`config.mk`:
```
export PLATFORM = sky130hd
export DESIGN_NAME = alu1_serial_sequencer
export DESIGN_NICKNAME = d
export VERILOG_FILES = /design/src/rtl/alu_pkg.sv /design/src/rtl/alu1.sv /design/src/rtl/alu1_serial_sequencer.sv
export SDC_FILE = /design/constraint.sdc
export NUM_CORES = 1
export LEC_CHECK = 0
export CAP_MARGIN = 40
export CORE_MARGIN = 8
export CORE_UTILIZATION = 47
export CTS_CLUSTER_DIAMETER = 200
export DETAILED_ROUTE_END_ITERATION = 8
export GPL_TIMING_DRIVEN = 1
export PLACE_DENSITY_LB_ADDON = 0.25
export SYNTH_ARGS = -nofsm -noshare
export SYNTH_HDL_FRONTEND = slang
export SYNTH_SLANG_ARGS = --single-unit
```
`constraint.sdc`:
```
create_clock -name clk -period 2.05 [get_ports clk]
set_input_delay 0.41 -clock clk [delete_from_list [all_inputs] [get_ports clk]]
set_output_delay 0.41 -clock clk [all_outputs]
set_load 0.02 [all_outputs]
```
`src/rtl/alu_pkg.sv`:
```
// Shared opcodes and sequencer state encoding for the bit-serial ALU.
package alu_pkg;

  localparam logic [2:0] ALU_ADD = 3'd2;
  localparam logic [2:0] ALU_SUB = 3'd3;
  localparam logic [2:0] ALU_AND = 3'd4;
  localparam logic [2:0] ALU_OR  = 3'd5;
  localparam logic [2:0] ALU_NOR = 3'd6;
  localparam logic [2:0] ALU_XOR = 3'd7;

  typedef enum logic [1:0] {
    ST_IDLE   = 2'd0,
    ST_RUN    = 2'd1,
    ST_FINISH = 2'd2
  } seq_state_t;

  function automatic logic is_arith(input logic [2:0] op);
    return (op == ALU_ADD) || (op == ALU_SUB);
  endfunction

endpackage

```
`src/rtl/alu1.sv`:
```
// One-bit ALU slice: combinational, no state; SUB inverts B internally and
// relies on the caller to feed carryin=1 into bit 0.
module alu1
  import alu_pkg::*;
(
  output logic       out,
  output logic       carryout,
  input  logic       A,
  input  logic       B,
  input  logic       carryin,
  input  logic [2:0] control
);

  logic b_eff;
  logic sum;

  always_comb begin
    b_eff    = B ^ (control == ALU_SUB);
    sum      = A ^ b_eff ^ carryin;
    carryout = (A & b_eff) | (carryin & (A ^ b_eff));
    out      = 1'b0;
    case (control)
      ALU_ADD, ALU_SUB: out = sum;
      ALU_AND:          out = A & B;
      ALU_OR:           out = A | B;
      ALU_NOR:          out = ~(A | B);
      ALU_XOR:          out = A ^ B;
      default:          out = 1'b0;
    endcase
  end

endmodule

```
`src/rtl/alu1_serial_sequencer.sv`:
```
// Runs one alu1 slice LSB-first over W cycles; done pulses in FINISH, W+2 cycles per op.
// start is only looked at in IDLE; requests arriving while busy or in FINISH are dropped.
module alu1_serial_sequencer
  import alu_pkg::*;
#(
  parameter int W = 32
) (
  input  logic         clk,
  input  logic         reset,
  input  logic         start,
  input  logic [W-1:0] a,
  input  logic [W-1:0] b,
  input  logic [2:0]   control,
  output logic         busy,
  output logic         done,
  output logic [W-1:0] result,
  output logic         carryout,
  output logic         overflow,
  output logic         zero,
  output logic         illegal
);

  localparam int CW = $clog2(W) + 1;

  seq_state_t     state_q, state_d;
  logic [W-1:0]   a_sh_q, a_sh_d, b_sh_q, b_sh_d, res_sh_q, res_sh_d;
  logic [2:0]     op_q, op_d;
  logic           carry_q, carry_d;
  logic [CW-1:0]  cnt_q, cnt_d;
  logic           busy_q, busy_d, done_q, done_d;
  logic [W-1:0]   result_q, result_d;
  logic           carryout_q, carryout_d, overflow_q, overflow_d;
  logic           zero_q, zero_d, illegal_q, illegal_d;

  logic           slice_out, slice_cout;
  logic [W-1:0]   res_next;
  logic           arith;

  alu1 u_slice (
    .out      (slice_out),
    .carryout (slice_cout),
    .A        (a_sh_q[0]),
    .B        (b_sh_q[0]),
    .carryin  (carry_q),
    .control  (op_q)
  );

  assign res_next = {slice_out, res_sh_q[W-1:1]};
  assign arith    = is_arith(op_q);

  always_comb begin
    state_d    = state_q;
    a_sh_d     = a_sh_q;
    b_sh_d     = b_sh_q;
    res_sh_d   = res_sh_q;
    op_d       = op_q;
    carry_d    = carry_q;
    cnt_d      = cnt_q;
    busy_d     = busy_q;
    done_d     = 1'b0;
    result_d   = result_q;
    carryout_d = carryout_q;
    overflow_d = overflow_q;
    zero_d     = zero_q;
    illegal_d  = illegal_q;

    case (state_q)
      ST_IDLE: begin
        if (start) begin
          if (control[2] | control[1]) begin
            a_sh_d    = a;
            b_sh_d    = b;
            op_d      = control;
            carry_d   = (control == ALU_SUB);
            cnt_d     = '0;
            busy_d    = 1'b1;
            illegal_d = 1'b0;
            state_d   = ST_RUN;
          end else begin
            illegal_d  = 1'b1;
            result_d   = '0;
            carryout_d = 1'b0;
            overflow_d = 1'b0;
            zero_d     = 1'b1;
            done_d     = 1'b1;
            state_d    = ST_FINISH;
          end
        end
      end
      ST_RUN: begin
        res_sh_d = res_next;
        a_sh_d   = a_sh_q >> 1;
        b_sh_d   = b_sh_q >> 1;
        carry_d  = arith & slice_cout;
        cnt_d    = cnt_q + CW'(1);
        if (cnt_q == CW'(W - 1)) begin
          // carry_q here is the carry into the MSB, so it pairs with slice_cout for overflow
          result_d   = res_next;
          carryout_d = arith & slice_cout;
          overflow_d = arith & (carry_q ^ slice_cout);
          zero_d     = (res_next == '0);
          busy_d     = 1'b0;
          done_d     = 1'b1;
          state_d    = ST_FINISH;
        end
      end
      ST_FINISH: begin
        state_d = ST_IDLE;
      end
      default: begin
        state_d = ST_IDLE;
      end
    endcase
  end

  always_ff @(posedge clk) begin
    if (reset) begin
      state_q    <= ST_IDLE;
      a_sh_q     <= '0;
      b_sh_q     <= '0;
      res_sh_q   <= '0;
      op_q       <= '0;
      carry_q    <= 1'b0;
      cnt_q      <= '0;
      busy_q     <= 1'b0;
      done_q     <= 1'b0;
      result_q   <= '0;
      carryout_q <= 1'b0;
      overflow_q <= 1'b0;
      zero_q     <= 1'b0;
      illegal_q  <= 1'b0;
    end else begin
      state_q    <= state_d;
      a_sh_q     <= a_sh_d;
      b_sh_q     <= b_sh_d;
      res_sh_q   <= res_sh_d;
      op_q       <= op_d;
      carry_q    <= carry_d;
      cnt_q      <= cnt_d;
      busy_q     <= busy_d;
      done_q     <= done_d;
      result_q   <= result_d;
      carryout_q <= carryout_d;
      overflow_q <= overflow_d;
      zero_q     <= zero_d;
      illegal_q  <= illegal_d;
    end
  end

  assign busy     = busy_q;
  assign done     = done_q;
  assign result   = result_q;
  assign carryout = carryout_q;
  assign overflow = overflow_q;
  assign zero     = zero_q;
  assign illegal  = illegal_q;

endmodule
```
Word-level counts from Yosys, hierarchy flattened
Cells that the tools add are included.

word-level totals
  memories kept = 0
  latch bits = 0
  RAM bits = 0
  bits in read-only memories = 0
  logic and storage cells = 92
  input port bits = 70
  register bits after elaboration = 146
  output and inout bits = 38

operators by class
  multipliers = 0
  div/mod/pow operators = 0
  equal/unequal tests = 13
  multiplexer cells = 39
  order comparisons = 0
  bitwise gates (word level) = 14
  add/subtract/negate cells = 1
  shifts and indexed selects = 0
  reduce and logical (&&, ||, !) cells = 11

operator list
  cell                                                 number
  two-way mux 32 bit                                   7
  case mux 32 bit (2 select lines)                     3
  logical NOT 32 bit                                   1
  two-way mux 1 bit                                    15
  equality test 3 bit, second input constant           4
  two-way mux 6 bit                                    2
  case mux 1 bit (2 select lines)                      6
  case mux 6 bit (2 select lines)                      1
  equality test 3 x 2 -> 1 bit, second input constant  3
  inequality test 2 bit, second input constant         4
  AND reduction 4 bit                                  2
  adder 6 x 1 -> 6 bit, second input constant          1
  equality test 6 x 5 -> 1 bit, second input constant  1
  two-way mux 2 bit                                    3
  AND reduction 3 bit                                  2
  bitwise AND 1 bit                                    5
  case mux 1 bit (5 select lines)                      1
  bitwise XOR 1 bit                                    5
  case mux 2 bit (2 select lines)                      1
  AND reduction 2 bit                                  2
  bitwise OR 1 bit                                     3
  equality test 2 x 1 -> 1 bit, second input constant  1
  logical NOT 2 bit                                    1
  nonzero test 2 bit                                   1
  other kinds (3)                                      3

Longest topological paths before layout
Gate-level depths: netlist of the first run.

  depth in word-level cells = 9
  mapped depth = 8
  depth with buffers taken out = 8

Cells and area by module
Synthesis of the first run repeated with hierarchy kept, for this count alone.

unflattened totals
  cells, all modules = 741
  area total of the unflattened synthesis = 5,903.2 um2

modules (own cells, without submodules)
  module                 instances  area an instance (um2)  sequential area each (um2)  cells each
  alu1_serial_sequencer  1          5,783.0                 2,902.8                     726
  alu1                   1          120.1                   0.0                         15

Least setup slack after synthesis of the first run
Ideal clock, no wire load.

  path kind = reg-to-reg
  start point = reg op_q[1]
  end point = reg zero_q, in the netlist zero
  buffers on the path = 0
  library setup time = 0.117 ns
  data arrival time = 1.845 ns
  stages on the path, launching flop included = 9
  period minus slack after synthesis = 1.962 ns
  required time = 1.933 ns
  slack = 0.088 ns
  cell sequence = dfxtp_1 > nor2b_1 > nand2_1 > xnor2_1 > fa_1 > nand2_1 > nor3_1 > nor3_1 > a32o_1

on the way
  cells in the longest elaborated chain, start to end = 8
  elaborated cells on any way between the ends = 14
  those cells by class = eq/ne (6); mux (3); bitwise (3); reduce/logical (2)

ends and longest elaborated chain
  item                                 RTL line                      text
  start: declaration                   alu1_serial_sequencer.sv:27   logic [2:0] op_q, op_d;
  start signal: assignment             alu1_serial_sequencer.sv:137  op_q <= op_d;
  equality test 3 x 2 -> 1 bit         alu1.sv:18, alu1.sv:22
  bitwise XOR 1 bit                    alu1.sv:18                    b_eff = B ^ (control == ALU_SUB);
  bitwise XOR 1 bit (2 in series)      alu1.sv:19                    sum = A ^ b_eff ^ carryin;
  case mux 1 bit (5 select lines) (*)  alu1.sv:22                    case (control)
  logical NOT 32 bit (*)               alu1_serial_sequencer.sv:101  zero_d = (res_next == '0);
  two-way mux 1 bit (*)                alu1_serial_sequencer.sv:96   if (cnt_q == CW'(W - 1)) begin
  case mux 1 bit (2 select lines) (*)  alu1_serial_sequencer.sv:67   case (state_q)
  end signal: assignment               alu1_serial_sequencer.sv:145  zero_q <= zero_d;
  end: declaration                     alu1_serial_sequencer.sv:33   logic zero_q, zero_d, illegal_q, illegal_d;

Every way passes the cells marked *; elsewhere a longest branch is shown, timed or not. The select of a mux whose other input is x is not followed.
A chain may end at the register's enable or synchronous reset.

Worst setup path in the final report of the first run
Same ends and word-level chain as after synthesis.

==> impl_metrics.tcl, run 1 <==
set metrics [dict create \
    routed_wirelength_um 14000 \
    ys.warnings.count 0 \
    ff2ff_setup_slack_ps 140 \
    cts-hold-fix-buffers 0 \
    syn_area_sq_mm 0.00575 \
    grt_pass1_vias 5023 \
    start_kind "flop" \
    port_buffers 107 \
    synth_ff_type "dfxtp_1" \
    clock-sinks 145 \
    ir_drop_v 0.000505 \
    setup_viol 0 \
    die_h_um 127 \
    worstHoldEndpoint "illegal" \
    clockRootBuffer "clkbuf_16" \
    final_nets 855 \
    vias 5093 \
    leakage_nw 2.85 \
    synth_seq_cells 145 \
    antenna_found_initial 0 \
    fp.dieW_um 127 \
    hold_violations 0 \
    fin_crit_sh_pct 93.3 \
    min_period_ps 1910 \
    worst_pin_slew_ps 691 \
    reg2reg_from "op_q[1]" \
    dpl.hpwl_um 9670 \
    cts.clk_slew.worst_paths_ps 60 \
    holdCritStartpoint "illegal" \
    dp_slack_ps -191 \
    finalMaxSlewViolations 0 \
    cts_setup_buffers 0 \
    synthCells 681 \
    cts_inserted_buffers 17 \
    syn_avg_cell_area_sq_um 8.45 \
    maxCapViolCount 0 \
    synth.distinct_cells 41 \
    path_class "reg -> reg" \
    grt_max_degree 111 \
    drive_gt1_share_pct 8.69 \
    stdcell_count 941 \
    required_ps 2360 \
    reg2regPathDepth 8 \
    cts_buffer_depth 2 \
    clk_latency_ps 420 \
    hold_class "reg -> reg" \
    htree_levels 4 \
    crit_path_end_kind "flop" \
    crit_chain "nor2b_1 -> nand2_1 -> xnor2_1 -> fa_1 -> nand2_1 -> nor3_2 -> nor3_2 -> a32o_1" \
    cts_tree "done" \
    layout_commonest_cell "nand2_1" \
    cp_slowest_cell "fa_1" \
    rr_endpoint "zero" \
    grt_pass1_wl_um 23500 \
    die_area_sq_mm 0.0160 \
    setup_ws_ps 136 \
    gp_congestion 0.822 \
    min_path_cells 2 \
    via_per_inst 5.41 \
    design.core.area_sq_mm 0.0120 \
    antenna_cells 0 \
    yosysSeqAreaShare_pct 50.5 \
    outcome "completed" \
    rsz0062_at_grt "no" \
    skew_ps 9.18 \
    power_density_mw_per_mm2 904 \
    start_util_pct 48.1 \
    synthesis.nets 755 \
    cp.arrival_ps 2220 \
    fmax_mhz 523 \
    drtIter0Drc 351 \
    ios 108 \
    overflow 0 \
    drt_pass1_iterations 5 \
    area_growth_syn_to_layout_pct 33.5 \
    max_stage_delay_ps 500 \
    path_max_fanout 2 \
    async_flop_share_pct 0 \
    slew_headroom_pct 52.7 \
    num_rows 40 \
    grt.total_usage_pct 17.7 \
    dp.cells 909 \
    drc 0 \
    final_cell_mix "nand2_1 (197), dfxtp_1 (145), clkdlybuf4s50_1 (106), nor2_1 (78), a311oi_1 (62)" \
    wire_per_inst_um 14.9 \
    ant_nets 0 \
    synth_edf_count 0 \
    setup.worst_path.start "op_q[1]" \
]
[cells by family after synthesis]
| kind of cell | synth area share [%] |
|---|---|
| xor gates and xnor gates | 0.914 |
| and+or+nand+nor | 22.5 |
| muxes | 0.348 |
| buffers and inverters | 4.74 |
| AOI/OAI and AO/OA | 20.0 |
| DFF | 50.5 |
| adders and majority gates | 1.00 |
[what timing repair did]
item / in CTS / in global routing
gates resized for setup: 0 / 2
endpoints found under the hold margin: 0 / 0
setup endpoints to repair: 0 / 2
[routing by layer]
metal | part of all wire (%) | wire length [um] | track usage, % | up-vias
met2 | 48 | 6750 | 29.9 | 134
met4 | 1.3 | 178 | 6.02 | 0
li1 | - | - | - | 2581
met3 | 5.7 | 796 | 5.15 | 17
met5 | 0 | 0 | 0 | -
met1 | 45 | 6290 | 21.1 | 2361
[where the power goes]
group | internal (W) | switching (W)
clock network | 0.00181 | 0.00122
logic | 0.000391 | 0.000450
registers | 0.00298 | 0.0000873
[synthesized netlist by cell type (2+ instances only)]
library cell  instances  area share [%]
buf_6                 3            0.59
clkbuf_1             26             1.7
a2111oi_0             3            0.46
nor2_1               79             5.2
nand3_1               6            0.52
mux2i_1               2            0.35
a211oi_1              3            0.39
xnor2_1               5            0.76
dfxtp_1             145              50
nand4_1               3            0.33
o21ai_0               2            0.17
a22o_1               31             4.7
nor4b_1               2            0.30
buf_1                 5            0.33
nor4_1                8            0.87
nand2b_1              2            0.22
nor3_1                7            0.61
a22oi_1               3            0.39
nor2b_1               5            0.54
nand2_1             197              13
ha_1                  3            0.65
inv_1                 6            0.39
a311oi_1             62             9.4
a21oi_1              37             3.2
buf_2                20             1.7
[how the worst max path moves through the flow]
stage          slack, ps    endpoint
2_1_floorplan         90        zero
3_3_place_gp        -370  result[25]
3_5_place_dp        -190  b_sh_q[20]
4_1_cts               60        zero
5_1_grt               10        zero
6_report             140        zero
[layout make-up]
class	count	area, sq um
Clock inverter	13	150
Fill cell	979	4290
Clock buffer	19	433
Multi-Input combinational cell	476	2610
Inverter	6	22.5
Tap cell	147	184
Timing Repair Buffer	135	1370
Sequential cell	145	2900
[stage by stage]
| stage | hold WS, ps | cell area [sq um] | setup TNS (ps) | total power [W] | util, % |
|---|---|---|---|---|---|
| 5_1_grt | 490 | 7680 | 0 | 0.00721 | 64.2 |
| 4_1_cts | 461 | 7670 | 0 | 0.00698 | 64.1 |
| 3_5_place_dp | 466 | 7080 | -9450 | 0.00396 | 59.2 |
| 3_3_place_gp | 460 | 7070 | -16800 | 0.00393 | 59.1 |
| 6_report | 475 | 7680 | 0 | 0.00694 | 64.2 |
| 2_1_floorplan | 445 | 5750 | 0 | 0.00362 | - |
[state kept, by name (all words and copies together), names as in the netlist]
name	flops
zero	1
carry_q	1
b_sh_q	32
cnt_q	6
res_sh_q	31
a_sh_q	32
carryout	1
result	32
busy	1
state_q	2
illegal	1
op_q	3
overflow	1
done	1
[worst max-delay path, delay by kind of cell, from the launching register on]
kind                     cells  cell delay [ps]
AO/OA/AOI/OAI                1              260
XOR/XNOR                     1              150
adder cells (fa/ha/maj)      1              500
AND/OR/NAND/NOR              5              580
flip-flops                   1              320
No activity file was read; power rests on OpenSTA's default activity.
==> run 2, diff against run 1 <==
SETUP_SLACK_MARGIN = 0.05   (was unset)
==> run 2 against run 1 <==
  * Sequential power about the same
  * Power about the same
  * Non-clock buffer count unchanged
==> impl_metrics.tcl, run 2 (synthesis gave the netlist of run 1 again) <==
set metrics [dict create \
    outcome "completed" \
    reg2regPathDepth 8 \
    grt_pass1_wl_um 23500 \
    overflow 0 \
    clockRootBuffer "clkbuf_16" \
    slew_headroom_pct 53.7 \
    final_nets 855 \
    via_per_inst 5.41 \
    clock-sinks 145 \
    cts-hold-fix-buffers 0 \
    start_util_pct 48.1 \
    min_path_cells 2 \
    final.setup.tns_ps 0 \
    fp.dieW_um 127 \
    leakage_nw 2.85 \
    finalMaxSlewViolations 0 \
    fillCellCount 979 \
    route.met3.wl_um 822 \
    num_rows 40 \
    crit_chain "nor2b_2 -> nand2_1 -> xnor2_2 -> fa_1 -> nand2_1 -> nor3_2 -> nor3_2 -> a32o_1" \
    setup_ws_ps 159 \
    cts_buffer_depth 2 \
    hold_class "reg -> reg" \
    grt_max_degree 111 \
    required_ps 2360 \
    post_cts_resize_count 0 \
    area_growth_syn_to_layout_pct 33.6 \
    drtIter0Drc 296 \
    met2_length_um 6780 \
    layout_commonest_cell "nand2_1" \
    die_h_um 127 \
    cp.arrival_ps 2200 \
    path_class "reg -> reg" \
    min_period_ps 1890 \
    rsz0062_at_grt "no" \
    ant_nets 0 \
    whs_ps 476 \
    final_cell_mix "nand2_1 (197), dfxtp_1 (145), clkdlybuf4s50_1 (106), nor2_1 (78), a311oi_1 (62)" \
    grt.total_usage_pct 17.7 \
    skew_ps 5.93 \
    cts.clk_slew.worst_paths_ps 60 \
    seq_area_sq_mm 0.00290 \
    design.core.area_sq_mm 0.0120 \
    dr.max_layer_used "met4" \
    fin_crit_sh_pct 92.3 \
    wl_met1_um 6230 \
    worst_pin_slew_ps 677 \
    start_kind "flop" \
    grt_pass1_vias 5023 \
    dp_slack_ps -191 \
    drive_gt1_share_pct 8.94 \
    clk_latency_ps 420 \
    cp.buffers_inverters 0 \
    cp_slowest_cell "fa_1" \
    hold_violations 0 \
    dpl.hpwl_um 9670 \
    gp_congestion 0.822 \
    power_density_mw_per_mm2 903 \
    cts_tree "done" \
    utilization_pct 64.3 \
    fmax_mhz 529 \
    setup_viol 0 \
    cts_setup_buffers 0 \
    wire_per_inst_um 14.9 \
    routed_wirelength_um 14000 \
    port_buffers 107 \
    vias 5089 \
    antenna_found_initial 0 \
    drc 0 \
    critical-path-top-delay-family "simple AND/OR/NAND/NOR gates" \
    htree_levels 4 \
    multi_input_area_sq_mm 0.00262 \
    path_max_fanout 2 \
    drt_pass1_iterations 4 \
    maxCapViolCount 0 \
    max_stage_delay_ps 500 \
    ir_drop_v 0.000512 \
    cts_inserted_buffers 17 \
    ios 108 \
    cp.depth 8 \
    crit_path_end_kind "flop" \
    die_area_sq_mm 0.0160 \
    antenna_cells 0 \
]
-- run 2: cell types whose count changed in the layout (fill, tap and decap cells not counted) --
cell / before / now
nor2b_1: 4 / 3
nor2b_2: 0 / 1
xnor2_1: 5 / 4
xnor2_2: 0 / 1
-- run 2: final timing paths --
kind         startpoint   endpoint  slack (ps)
max reg2reg     op_q[1]       zero         160
min reg2reg   a_sh_q[2]  a_sh_q[1]         480
max             op_q[1]       zero         160
min           a_sh_q[2]  a_sh_q[1]         480
-- run 2: per-stage QoR --
step	total power, W	instances	instance area (sq um)
3_5_place_dp	0.00396	909	7080
4_1_cts	0.00698	941	7670
5_1_grt	0.00721	941	7690
2_1_floorplan	0.00362	681	5750
6_report	0.00694	941	7690
3_3_place_gp	0.00393	908	7070
-- run 2: power breakdown --
part / switching [W] / internal, W
logic: 0.000451 / 0.000392
registers: 0.0000886 / 0.00298
clock network: 0.00122 / 0.00181
total: 0.00176 / 0.00518
-- run 2: cell type report --
class	instances	share of cell area, %
tap	147	2.39
multi-input combinational	476	34.1
sequential	145	37.8
timing repair buffer	135	17.9
inverter	6	0.293
clock buffer	19	5.63
clock inverter	13	1.95
-- run 2: metal layers --
metal	track usage, %	vias to the layer above
met3	5.15	17
met2	29.9	130
met5	0	-
met4	6.02	0
li1	-	2585
met1	21.1	2357
-- run 2: worst min-delay path, cell delays in order, from the launching register on --
cell and delay, ps:
dfxtp_1 310, nand2_1 50, a311oi_1 70
==> run 3, diff against run 2 <==
GPL_ROUTABILITY_DRIVEN = 0   (was unset)
==> results of run 3 <==
Same layout as run 2: the final DEF is identical, and so are final timing and power.
